File: config.mk
export PLATFORM = sky130hd
export DESIGN_NAME = tff_bank_arbiter
export DESIGN_NICKNAME = d
export VERILOG_FILES = /design/src/rtl/tff_bank_arbiter.sv
export SDC_FILE = /design/constraint.sdc
export NUM_CORES = 1
export LEC_CHECK = 0
export BUFFER_PORTS_ARGS = -buffer_cell sky130_fd_sc_hd__clkbuf_2
export CORE_MARGIN = 2
export CORE_UTILIZATION = 31
export DETAILED_ROUTE_END_ITERATION = 12
export GPL_TIMING_DRIVEN = 0
export HOLD_SLACK_MARGIN = 0.03
export PLACE_DENSITY = 0.55
export SLEW_MARGIN = 10
export SYNTH_ARGS = -nofsm -noshare
export SYNTH_HDL_FRONTEND = slang
export SYNTH_SLANG_ARGS = --single-unit
File: constraint.sdc
create_clock -name clk -period 1.55 [get_ports clk]
set_input_delay 0.155 -clock clk [delete_from_list [all_inputs] [get_ports clk]]
set_output_delay 0.155 -clock clk [all_outputs]
set_load 0.05 [all_outputs]
File: src/rtl/tff_bank_arbiter.sv
// Shared bank of toggle flip-flops driven by two round-robin requesters and
// a counting controller. In IDLE the requesters apply toggle masks one per
// granted cycle; a counting run turns the bank into a synchronous
// up-counter for a programmed number of increments.
module tff_bank_arbiter #(
  parameter int WIDTH = 4
) (
  input  logic             clk,
  input  logic             reset,
  input  logic             req0,
  input  logic [WIDTH-1:0] mask0,
  input  logic             req1,
  input  logic [WIDTH-1:0] mask1,
  input  logic             cnt_start,
  input  logic [3:0]       cnt_len,
  output logic             gnt0,
  output logic             gnt1,
  output logic             busy,
  output logic             done,
  output logic [WIDTH-1:0] q
);

  typedef enum logic {
    IDLE  = 1'b0,
    COUNT = 1'b1
  } state_t;

  state_t           r_state;
  state_t           w_state_next;
  logic [3:0]       r_remaining;
  logic [3:0]       w_remaining_next;
  logic             r_done;
  logic             w_done_next;
  // 1 = requester 1 wins the next contested cycle; reset favours requester 0
  logic             r_prio1;
  logic             w_prio1_next;
  logic [WIDTH-1:0] r_q;
  logic [WIDTH-1:0] w_t;
  logic [WIDTH-1:0] w_inc_t;
  logic             w_gnt0;
  logic             w_gnt1;

  // Increment toggle vector: bit i toggles when all lower bits are ones
  assign w_inc_t[0] = 1'b1;
  generate
    for (genvar gi = 1; gi < WIDTH; gi++) begin : g_inc
      assign w_inc_t[gi] = &r_q[gi-1:0];
    end
  endgenerate

  // Next-state, toggle vector and grant decode
  always_comb begin
    w_state_next     = r_state;
    w_remaining_next = r_remaining;
    w_done_next      = 1'b0;
    w_prio1_next     = r_prio1;
    w_t              = '0;
    w_gnt0           = 1'b0;
    w_gnt1           = 1'b0;
    case (r_state)
      IDLE: begin
        if (cnt_start) begin
          // Counting request beats any pending toggle request
          w_remaining_next = cnt_len;
          if (cnt_len != 4'd0) begin
            w_state_next = COUNT;
          end else begin
            w_done_next = 1'b1;
          end
        end else begin
          if (req0 && req1) begin
            w_gnt1 = r_prio1;
            w_gnt0 = ~r_prio1;
          end else begin
            w_gnt0 = req0;
            w_gnt1 = req1;
          end
          // Pointer moves only when a mask is actually applied
          if (w_gnt0) begin
            w_t          = mask0;
            w_prio1_next = 1'b1;
          end else if (w_gnt1) begin
            w_t          = mask1;
            w_prio1_next = 1'b0;
          end
        end
      end
      COUNT: begin
        w_t              = w_inc_t;
        w_remaining_next = r_remaining - 4'd1;
        if (r_remaining <= 4'd1) begin
          w_state_next = IDLE;
          w_done_next  = 1'b1;
        end
      end
      default: begin
        w_state_next = IDLE;
      end
    endcase
  end

  // State, counter, pointer and T flip-flop bank registers
  always_ff @(posedge clk or posedge reset) begin
    if (reset) begin
      r_state     <= IDLE;
      r_remaining <= 4'd0;
      r_done      <= 1'b0;
      r_prio1     <= 1'b0;
      r_q         <= '0;
    end else begin
      r_state     <= w_state_next;
      r_remaining <= w_remaining_next;
      r_done      <= w_done_next;
      r_prio1     <= w_prio1_next;
      r_q         <= r_q ^ w_t;
    end
  end

  // Grants are held low during reset without waiting for a clock
  assign gnt0 = w_gnt0 & ~reset;
  assign gnt1 = w_gnt1 & ~reset;
  assign busy = (r_state == COUNT);
  assign done = r_done;
  assign q    = r_q;

endmodule

**Yosys cells after proc, flatten, opt, wreduce, memory -nomap -nowiden**

Index checks and enable logic that the tools add are counted.
W data, S select, Z words.

- Mux-type cells: 26
- Bitwise operators: 7
- $lt $le $gt $ge: 1
- Equality and inequality tests: 1
- Add/subtract/negate cells: 1
- Reduce and logical (&&, ||, !) cells: 6

Operators by type and width:

| cell | number |
|---|---|
| $mux W1 | 18 |
| $mux W4 | 4 |
| $pmux W4 S2 | 2 |
| $reduce_and A3 Y1 | 2 |
| $le A4 B1 Y1 const B | 1 |
| $not A1 Y1 | 4 |
| $pmux W1 S2 | 2 |
| $reduce_bool A4 Y1 | 1 |
| $sub A4 B1 Y4 const B | 1 |
| $xor A4 B4 Y4 | 1 |
| $and A1 B1 Y1 | 2 |
| $ne A2 B2 Y1 const B | 1 |
| $reduce_and A2 Y1 | 1 |
| $reduce_bool A2 Y1 | 1 |
| $logic_and A1 B1 Y1 | 1 |

- Output and inout port bits: 8
- Input bits: 17
- Word-level logic and storage cells: 47
- Bits in registers: 11

**Logic depth before layout (Yosys ltp)**

Gate-level depths: netlist of the first run.

- Depth in word-level cells: 9
- Mapped depth: 5
- Mapped depth without buffers: 5

**Worst setup path after synthesis of the first run**

No wires, ideal clock.

- Path kind: reg2out
- Start point: reg r_state, in the netlist busy
- End point: out gnt1
- Arrival time: 1.666 ns
- Setup slack: -0.271 ns
- Data required time: 1.395 ns
- Path buffers: 0
- Cell stages (with the launch flop): 4
- Cells stage by stage: dfrtp_1 -> nor2_1 -> nand3_1 -> nor2_1

- Cells in the longest elaborated chain, start to end: 2

RTL lines:

| what | line | text |
|---|---|---|
| from (decl) | 28 | `state_t r_state;` |
| from (signal assigned) | 111 | `r_state <= w_state_next;` |
| $mux W1 | 60 | `case (r_state)` |
| $and A1 B1 Y1 | 121 | `assign gnt1 = w_gnt1 & ~reset;` |
| to (decl) | 17 | `output logic gnt1,` |

Every way passes these cells.

**Worst setup path after layout of the first run**

- Start point: reg r_prio1
- End point: out gnt0

- Cells in the longest elaborated chain, start to end: 7

RTL lines:

| what | line | text |
|---|---|---|
| from (decl) | 35 | `logic r_prio1;` |
| from (signal assigned) | 114 | `r_prio1 <= w_prio1_next;` |
| $not A1 Y1 | 73 | `w_gnt0 = ~r_prio1;` |
| $mux W1 | 71 | `if (req0 && req1) begin` |
| $mux W1 | 62 | `if (cnt_start) begin` |
| $mux W1 | 60 |  |
| $mux W1 | 62 |  |
| $mux W1 | 60 |  |
| $and A1 B1 Y1 | 120 | `assign gnt0 = w_gnt0 & ~reset;` |
| to (decl) | 16 | `output logic gnt0,` |

Every way passes these cells. The select of a mux whose other input is x is not followed.

==> impl_metrics.json, run 1 <==
{
  "cp_slowest_cell": "dfrtp_2",
  "syn2layout_area_growth_pct": 35.1,
  "synth-xor-area-share_pct": 6.90,
  "setup_viol": 0,
  "firstDrtPassIters": 4,
  "synthAdderAreaFrac_pct": 3.94,
  "cts_tree": "done",
  "grt_max_degree": 12,
  "root_buffer": "clkbuf_4",
  "cts_buffers": 3,
  "synth.area.mux_share_pct": 1.58,
  "worstSetupPathType": "flop to output pin",
  "synth_top_family_by_area": "compound AO/OA/AOI/OAI gates",
  "cpPeakStageDelay_ns": 0.44,
  "ant_nets": 0,
  "fin_area_um2": 857,
  "hold_path_class": "input port to flop",
  "dp_hpwl_um": 1060,
  "p_per_area_nw_per_um2": 1950,
  "ys_top_cells_by_area": "dfrtp_1 (43%), xor2_1 (5.5%), a32oi_1 (4.1%)",
  "n_antenna_cell": 0,
  "synthesis.nets": 84,
  "start_util_pct": 32.7,
  "fp-row-count": 16,
  "rsz0062_at_grt": "no",
  "clock_path_buffers": 2,
  "ir_worst_vdd_mv": 0.848,
  "max-cap-violations": 0,
  "leakagePower_uw": 0.000428,
  "design_power_total_uw": 1670,
  "portBuffers": 23,
  "yosys_warnings": 0,
  "die_width_um": 49.2,
  "yosys.area_share.simple_pct": 17.6,
  "synthDominantAreaCellType": "dfrtp_1",
  "netlist-cell-type-count": 30,
  "critPathLaunchType": "flop",
  "place_area_um2": 792,
  "clk_pin_slew_ns": 0.07,
  "grt-ovfl-total": 0,
  "final_common_cell": "clkbuf_2",
  "whs_path_depth": 3,
  "worst_slack_ns": 0.0694,
  "preCtsSetupSlack_ns": 0.0543,
  "synth_compound_area_share_pct": 21.1,
  "period_minus_slack_ns": 1.48,
  "timing.fmax_mhz": 675,
  "slew-limit-headroom_pct": 65.8,
  "first_global_vias": 557,
  "post-route-period-util_pct": 95.5,
  "crit_required_ns": 1.39,
  "slew_violations": 0,
  "dieArea_um2": 2420,
  "whs_ns": 0.139,
  "final_nets": 115,
  "finalSetupTns_ns": 0,
  "grt_pass1_wl_um": 2350,
  "antenna_found_initial": 0,
  "place_congestion": 0.744,
  "status": "complete, no violations",
  "netlist.area_leader.share_pct": 43.4,
  "reg2regPathDepth": 5,
  "hold_viol_final": 0,
  "path_cells": "a21boi_4, and3_2, clkbuf_4",
  "worstSetupEndpointType": "output pin",
  "cp.arrival_ns": 1.33,
  "fill_cells": 203,
  "drt_iter0_drc": 7,
  "synth-seq-cells": 11,
  "synth_cells": 65,
  "routed-via-count": 594,
  "grt_usage_pct": 12.7,
  "drive_gt1_share_pct": 38.9,
  "fp.coreArea_um2": 1940,
  "route.detailed.wl_per_inst_um": 11.0,
  "worstMarginPinSlew_ns": 0.511,
  "crit_fanout": 5,
  "mostFrequentLayoutCells": "clkbuf_2 (21), dfrtp_1 (10), inv_1 (5), clkbuf_4 (5)",
  "ioPinCount": 25,
  "routed_wl_um": 1340,
  "remaining_drc_errors": 0,
  "ys_seq_area_share_pct": 43.4,
  "skew_ns": 0.00167,
  "synth_area_um2": 634,
  "clk_latency_ns": 0.27,
  "via_per_inst": 4.87,
  "fp.dieH_um": 49.2,
  "htreeDepth": 1,
  "syn-mean-instance-area_um2": 9.76,
  "cts.sinks": 11
}
## routing by layer
layer | wire (um) | global-route usage, % | up-vias
met5 | 0 | 0 | -
met4 | 34 | 8.57 | 0
met3 | 110 | 3.37 | 5
met2 | 550 | 19.6 | 23
met1 | 647 | 15.4 | 272
li1 | - | - | 294
## worst max-delay path, delay by kind of cell (launching register included)
family,cells,cell delay [ns]
buf+inv,1,0.22
simple gates,1,0.20
compound gates,1,0.20
flops,1,0.44
## what timing repair did
item,in CTS,in global routing
gates resized for setup,3,3
setup endpoints to repair,2,2
hold buffers,1,0
buffers inserted,0,2
pin swaps,0,1
endpoints found under the hold margin,11,0
## area by class of cell
type / count / area (um2) / share of cell area (%)
sequential: 11 / 277 / 32.3
buffer: 2 / 16.3 / 1.90
multi-input combinational: 47 / 340 / 39.7
tap: 27 / 33.8 / 3.94
inverter: 5 / 18.8 / 2.19
clock buffer: 4 / 26.3 / 3.07
timing repair buffer: 26 / 145 / 16.9
## registers in the layout (all words and copies together), names as in the netlist
name and flops:
q 4, r_remaining 4, done 1, r_prio1 1, busy 1
## cells in the mapped netlist (all sizes together)
master   n
a22oi    1
buf      2
nor2b    1
inv      5
a21boi   1
dfrtp   11
o211a    1
nor3     2
and3     1
ha       2
or2      1
a31oi    1
a311oi   1
a22o     1
xnor2    1
nor2     4
a21oi    3
o22ai    2
a32oi    3
mux2i    1
o21ai    4
nor4     1
nand4    1
nand2b   2
xor2     4
nand3    4
nand2    4
## kinds of logic (layout without fill, tap and decap cells)
logic type	Yosys count	count (layout)
XOR/XNOR	5	5
AND/OR/NAND/NOR	21	21
AO/OA/AOI/OAI	18	18
flip-flops	11	11
buffers and inverters	7	37
multiplexers	1	1
adder cells (fa/ha/maj)	2	2
## worst paths after layout
check	slack [ns]	to	start
max	0.07	gnt0	r_prio1
min	0.14	r_remaining[0]	cnt_len[0]
max reg2reg	0.32	r_remaining[2]	busy
min reg2reg	0.47	q[3]	q[3]
max in group asynchronous	0.69	r_prio1	reset
min in group asynchronous	0.49	q[2]	reset
## where the power goes
group	internal, uW	total, uW	switching (uW)
registers	437	573	136
clock network	99.7	197	97.0
logic	321	904	583
## through the flow
step | utilization (%) | std cells
3_3_place_gp | 40.8 | 115
5_1_grt | 44.1 | 122
6_report | 44.1 | 122
3_5_place_dp | 40.8 | 115
4_1_cts | 43.2 | 120
2_1_floorplan | - | 65
Power figures use the tool's default switching activity.
==> run 2, diff against run 1 <==
Settings changed: BUFFER_PORTS_ARGS -buffer_cell sky130_fd_sc_hd__clkbuf_2 to -buffer_cell sky130_fd_sc_hd__buf_4, CORE_MARGIN 2 to unset.
==> run 2 against run 1 <==
- combinational power rose by 7.0%
- non-clock buffer count did not move
- largest power group unchanged
- utilization rose by 5.7 points
- cell count fell by 1.6%
- critical path type unchanged
- first-iteration DRC count rose by 57%
==> impl_metrics.json, run 2 (synthesized netlist as in run 1, its figures left out) <==
{
  "fp.dieH_um": 47.2,
  "slew-limit-headroom_pct": 66.4,
  "crit_fanout": 5,
  "grt_pass1_wl_um": 2360,
  "place_congestion": 0.753,
  "clk_latency_ns": 0.27,
  "fp.coreArea_um2": 1820,
  "gr-usage-met2_pct": 22.2,
  "grtUsageMet1_pct": 21.4,
  "busiest_layer": "met2",
  "switching_share_pct": 47.2,
  "slew_violations": 0,
  "remaining_drc_errors": 0,
  "dp_hpwl_um": 1160,
  "drive_gt1_share_pct": 38.9,
  "clock_path_buffers": 2,
  "ioPinCount": 25,
  "cts.sinks": 11,
  "syn2layout_area_growth_pct": 43.0,
  "worstSetupEndpointType": "output pin",
  "grt-ovfl-total": 0,
  "cp.arrival_ns": 1.31,
  "drt_iter0_drc": 11,
  "crit_required_ns": 1.39,
  "first_global_vias": 524,
  "n_antenna_cell": 0,
  "grt_usage_pct": 15.8,
  "status": "complete, no violations",
  "ir_worst_vdd_mv": 0.892,
  "cts_tree": "done",
  "grt_max_degree": 12,
  "fp-row-count": 15,
  "worstMarginPinSlew_ns": 0.503,
  "worstSetupPathType": "flop to output pin",
  "rsz0062_at_grt": "no",
  "leakagePower_uw": 0.000443,
  "power.share.sequential_pct": 32.9,
  "antenna_found_initial": 0,
  "cpPeakStageDelay_ns": 0.44,
  "mostFrequentLayoutCells": "buf_4 (25), dfrtp_1 (10), inv_1 (5)",
  "clkPwrFrac_pct": 11.3,
  "hold_path_class": "input port to flop",
  "period_minus_slack_ns": 1.46,
  "final_nets": 115,
  "reg2reg_slack_ns": 0.31,
  "cp_slowest_cell": "dfrtp_2",
  "ff_latch_area_um2": 277,
  "ant_nets": 0,
  "die_width_um": 47.2,
  "via_per_inst": 4.82,
  "portBuffers": 23,
  "power_switching_uw": 818,
  "htreeDepth": 1,
  "clk_pin_slew_ns": 0.07,
  "finalSetupTns_ns": 0,
  "post-route-period-util_pct": 94.3,
  "firstDrtPassIters": 4,
  "root_buffer": "clkbuf_4",
  "start_util_pct": 34.8,
  "max-cap-violations": 0,
  "critPathLaunchType": "flop",
  "power_frac_comb_pct": 55.8,
  "fill_cells": 161,
  "cts_buffers": 3,
  "final_common_cell": "buf_4",
  "timing.fmax_mhz": 684,
  "route.detailed.wl_per_inst_um": 12.6,
  "dieArea_um2": 2230,
  "p_int_uw": 914,
  "whs_ns": 0.140,
  "p_per_area_nw_per_um2": 1910,
  "multi_input_area_um2": 340,
  "use_met3_pct": 6.92,
  "routed_wl_um": 1510,
  "path_cells": "a21boi_4, and3_2, buf_4",
  "setup_viol": 0,
  "routed-via-count": 578,
  "hold_viol_final": 0,
  "skew_ns": 0.000938
}
run 2: metal layers:
metal / up-vias / part of all wire [%]
met5: - / 0
met4: 0 / 0.66
met3: 2 / 4.1
met2: 13 / 47
met1: 266 / 48
li1: 297 / -
run 2: power by group through the flow:
stage / Combinational, uW / Clock (uW) / Sequential, uW
after floorplan: 443 / 0 / 806
after global placement: 939 / 0 / 565
after detailed placement: 952 / 0 / 566
after CTS: 957 / 207 / 569
after global routing: 1070 / 227 / 591
final: 967 / 195 / 570
run 2: final cells by class:
class / instances / area share, %
Multi-Input combinational cell: 47 / 37.5
Sequential cell: 11 / 30.5
Timing Repair Buffer: 26 / 21.8
Tap cell: 25 / 3.45
Clock buffer: 4 / 2.90
Inverter: 5 / 2.07
Buffer: 2 / 1.79
run 2: worst paths after layout:
kind | from | end | cells after the start
min reg2reg | q[3] | q[3] | 1
min in group asynchronous | reset | q[0] | 3
max in group asynchronous | reset | r_prio1 | 3
max reg2reg | busy | r_remaining[2] | 5
max | r_prio1 | gnt0 | 3
min | cnt_len[0] | r_remaining[0] | 3
run 2: through the flow:
stage	area, um2	worst slack [ns]	util, %	total power [uW]	std cells
after detailed placement	847	0.0845	46.5	1520	113
after floorplan	643	0.0434	-	1250	65
after CTS	891	0.0363	48.9	1730	118
after global placement	847	0.109	46.5	1500	113
after global routing	907	0.0154	49.8	1880	120
final	907	0.0886	49.8	1730	120
run 2: worst max-delay path: cells and delay by family, from the launching register on:
family,cells,cell delay [ns]
buffers and inverters,1,0.19
AO/OA/AOI/OAI,1,0.21
flip-flops,1,0.44
AND/OR/NAND/NOR,1,0.20
run 2: timing repair:
| item | CTS | global route |
|---|---|---|
| setup buffers | 0 | 2 |
| hold endpoints to repair | 11 | 0 |
| endpoints found under the setup margin | 2 | 1 |
| pin swaps | 0 | 1 |
| hold buffers | 1 | 0 |
| gates resized for setup | 2 | 1 |
==> run 3, diff against run 2 <==
Settings changed: CORE_UTILIZATION 31 to 46, PLACE_DENSITY 0.55 to 0.76, SETUP_SLACK_MARGIN set to 0.1.
==> run 3 against run 2 <==
- routed wire length down 0.26%
- register-to-register slack worse by 0.03 ns
- critical path depth unchanged
- total power up 1.7%
- critical path type unchanged
- critical endpoint unchanged
- highest routed layer unchanged
==> impl_metrics.json, run 3 (synthesized netlist as in run 1, its figures left out) <==
{
  "final_nets": 116,
  "dpl.cell_count": 103,
  "fill_cells": 112,
  "slew_violations": 0,
  "syn2layout_area_growth_pct": 43.4,
  "start_util_pct": 49.4,
  "crit_end": "gnt0",
  "antenna_found_initial": 0,
  "finalSetupTns_ns": 0,
  "post-route-period-util_pct": 89.3,
  "reg2reg_from": "busy",
  "route.detailed.wl_per_inst_um": 13.6,
  "clock_path_buffers": 2,
  "power_frac_comb_pct": 55.9,
  "worstSetupEndpointType": "output pin",
  "setup_viol": 0,
  "rr_endpoint": "r_remaining[2]",
  "mostFrequentLayoutCells": "buf_4 (24), dfrtp_1 (10), inv_1 (5)",
  "dp_hpwl_um": 1120,
  "fp.dieH_um": 39.1,
  "clkPwrFrac_pct": 11.1,
  "cp.arrival_ns": 1.23,
  "switching_share_pct": 47.7,
  "status": "complete, no violations",
  "htreeDepth": 1,
  "worstMarginPinSlew_ns": 0.486,
  "clk_pin_slew_ns": 0.07,
  "max-cap-violations": 0,
  "cts_buffers": 3,
  "grt_max_degree": 12,
  "n_antenna_cell": 0,
  "crit_required_ns": 1.39,
  "multi_input_area_um2": 340,
  "critPathLaunchType": "flop",
  "drive_gt1_share_pct": 39.6,
  "leakagePower_uw": 0.000449,
  "crit_fanout": 4,
  "via_per_inst": 5.52,
  "reg2reg_slack_ns": 0.28,
  "timing.fmax_mhz": 722,
  "fp-row-count": 13,
  "worst_slack_ns": 0.165,
  "crit_path_start": "r_prio1",
  "routed-via-count": 613,
  "skew_ns": 0.00108,
  "final_common_cell": "buf_4",
  "routed_wl_um": 1510,
  "grt-ovfl-total": 0,
  "preCtsSetupSlack_ns": 0.265,
  "rsz0062_at_grt": "yes",
  "fp.coreArea_um2": 1280,
  "remaining_drc_errors": 0,
  "period_minus_slack_ns": 1.38,
  "power_switching_uw": 840,
  "stdcell_count": 111,
  "grt_usage_pct": 23.0,
  "p_int_uw": 922,
  "first_global_vias": 537,
  "grt_pass1_wl_um": 2230,
  "cts_tree": "done",
  "reg2regPathDepth": 5,
  "ff_latch_area_um2": 277,
  "hold_viol_final": 0,
  "place_congestion": 0.694,
  "clk_latency_ns": 0.27,
  "die_width_um": 39.1,
  "drt_iter0_drc": 5,
  "cts.sinks": 11,
  "ant_nets": 0,
  "p_per_area_nw_per_um2": 1940,
  "power.share.sequential_pct": 33.1,
  "firstDrtPassIters": 4,
  "ioPinCount": 25,
  "root_buffer": "clkbuf_4",
  "whs_ns": 0.122,
  "slew-limit-headroom_pct": 67.5,
  "worstSetupPathType": "flop to output pin",
  "portBuffers": 23,
  "post-route-util_pct": 70.8,
  "ir_worst_vdd_mv": 1.10,
  "dieArea_um2": 1530,
  "hold_path_class": "input port to flop"
}
==> run 3: power groups by stage <==
| stage | combinational, uW | sequential, uW | clock, uW |
|---|---|---|---|
| 2_1_floorplan | 445 | 808 | 0 |
| 3_3_place_gp | 927 | 565 | 0 |
| 3_5_place_dp | 955 | 575 | 0 |
| 4_1_cts | 983 | 575 | 200 |
| 5_1_grt | 1070 | 596 | 213 |
| 6_report | 984 | 583 | 195 |
==> run 3: what timing repair did <==
action,CTS,global route
resized for setup,2,2
hold buffers,1,0
setup buffers,2,1
setup endpoints to repair,2,2
endpoints found under the hold margin,11,0
pin swaps,1,1
==> run 3: per-layer routing <==
metal / routed length, um / share of wire (%) / global-route usage, %
met1: 603 / 40 / 24.2
met2: 754 / 50 / 40.0
met3: 104 / 6.9 / 3.47
met4: 46 / 3.1 / 18.1
met5: 0 / 0 / 0
==> run 3: final cells by class <==
class / count / share of cell area [%]
multi-input combinational: 47 / 37.4
tap: 15 / 2.06
clock buffer: 4 / 2.89
sequential: 11 / 30.4
inverter: 5 / 2.06
buffer: 2 / 1.79
timing repair buffer: 27 / 23.4
==> run 3: worst min-delay path by stage <==
| stage | startpoint | to | cells past startpoint |
|---|---|---|---|
| global route | cnt_len[0] | r_remaining[0] | 3 |
| floorplan | reset | busy | 1 |
| detailed placement | reset | done | 2 |
| CTS | cnt_len[0] | r_remaining[0] | 3 |
| global placement | reset | done | 2 |
| finish | cnt_len[0] | r_remaining[0] | 3 |
==> run 3: through the flow <==
step | total power [uW] | instance area, um2
5_1_grt | 1880 | 910
3_3_place_gp | 1490 | 837
2_1_floorplan | 1250 | 646
3_5_place_dp | 1530 | 837
4_1_cts | 1760 | 897
6_report | 1760 | 910
==> run 3: critical path, cell delays in order (launching register included) <==
cell and delay (ns):
dfrtp_2 0.44, a21boi_4 0.15, and3_2 0.21, buf_6 0.15
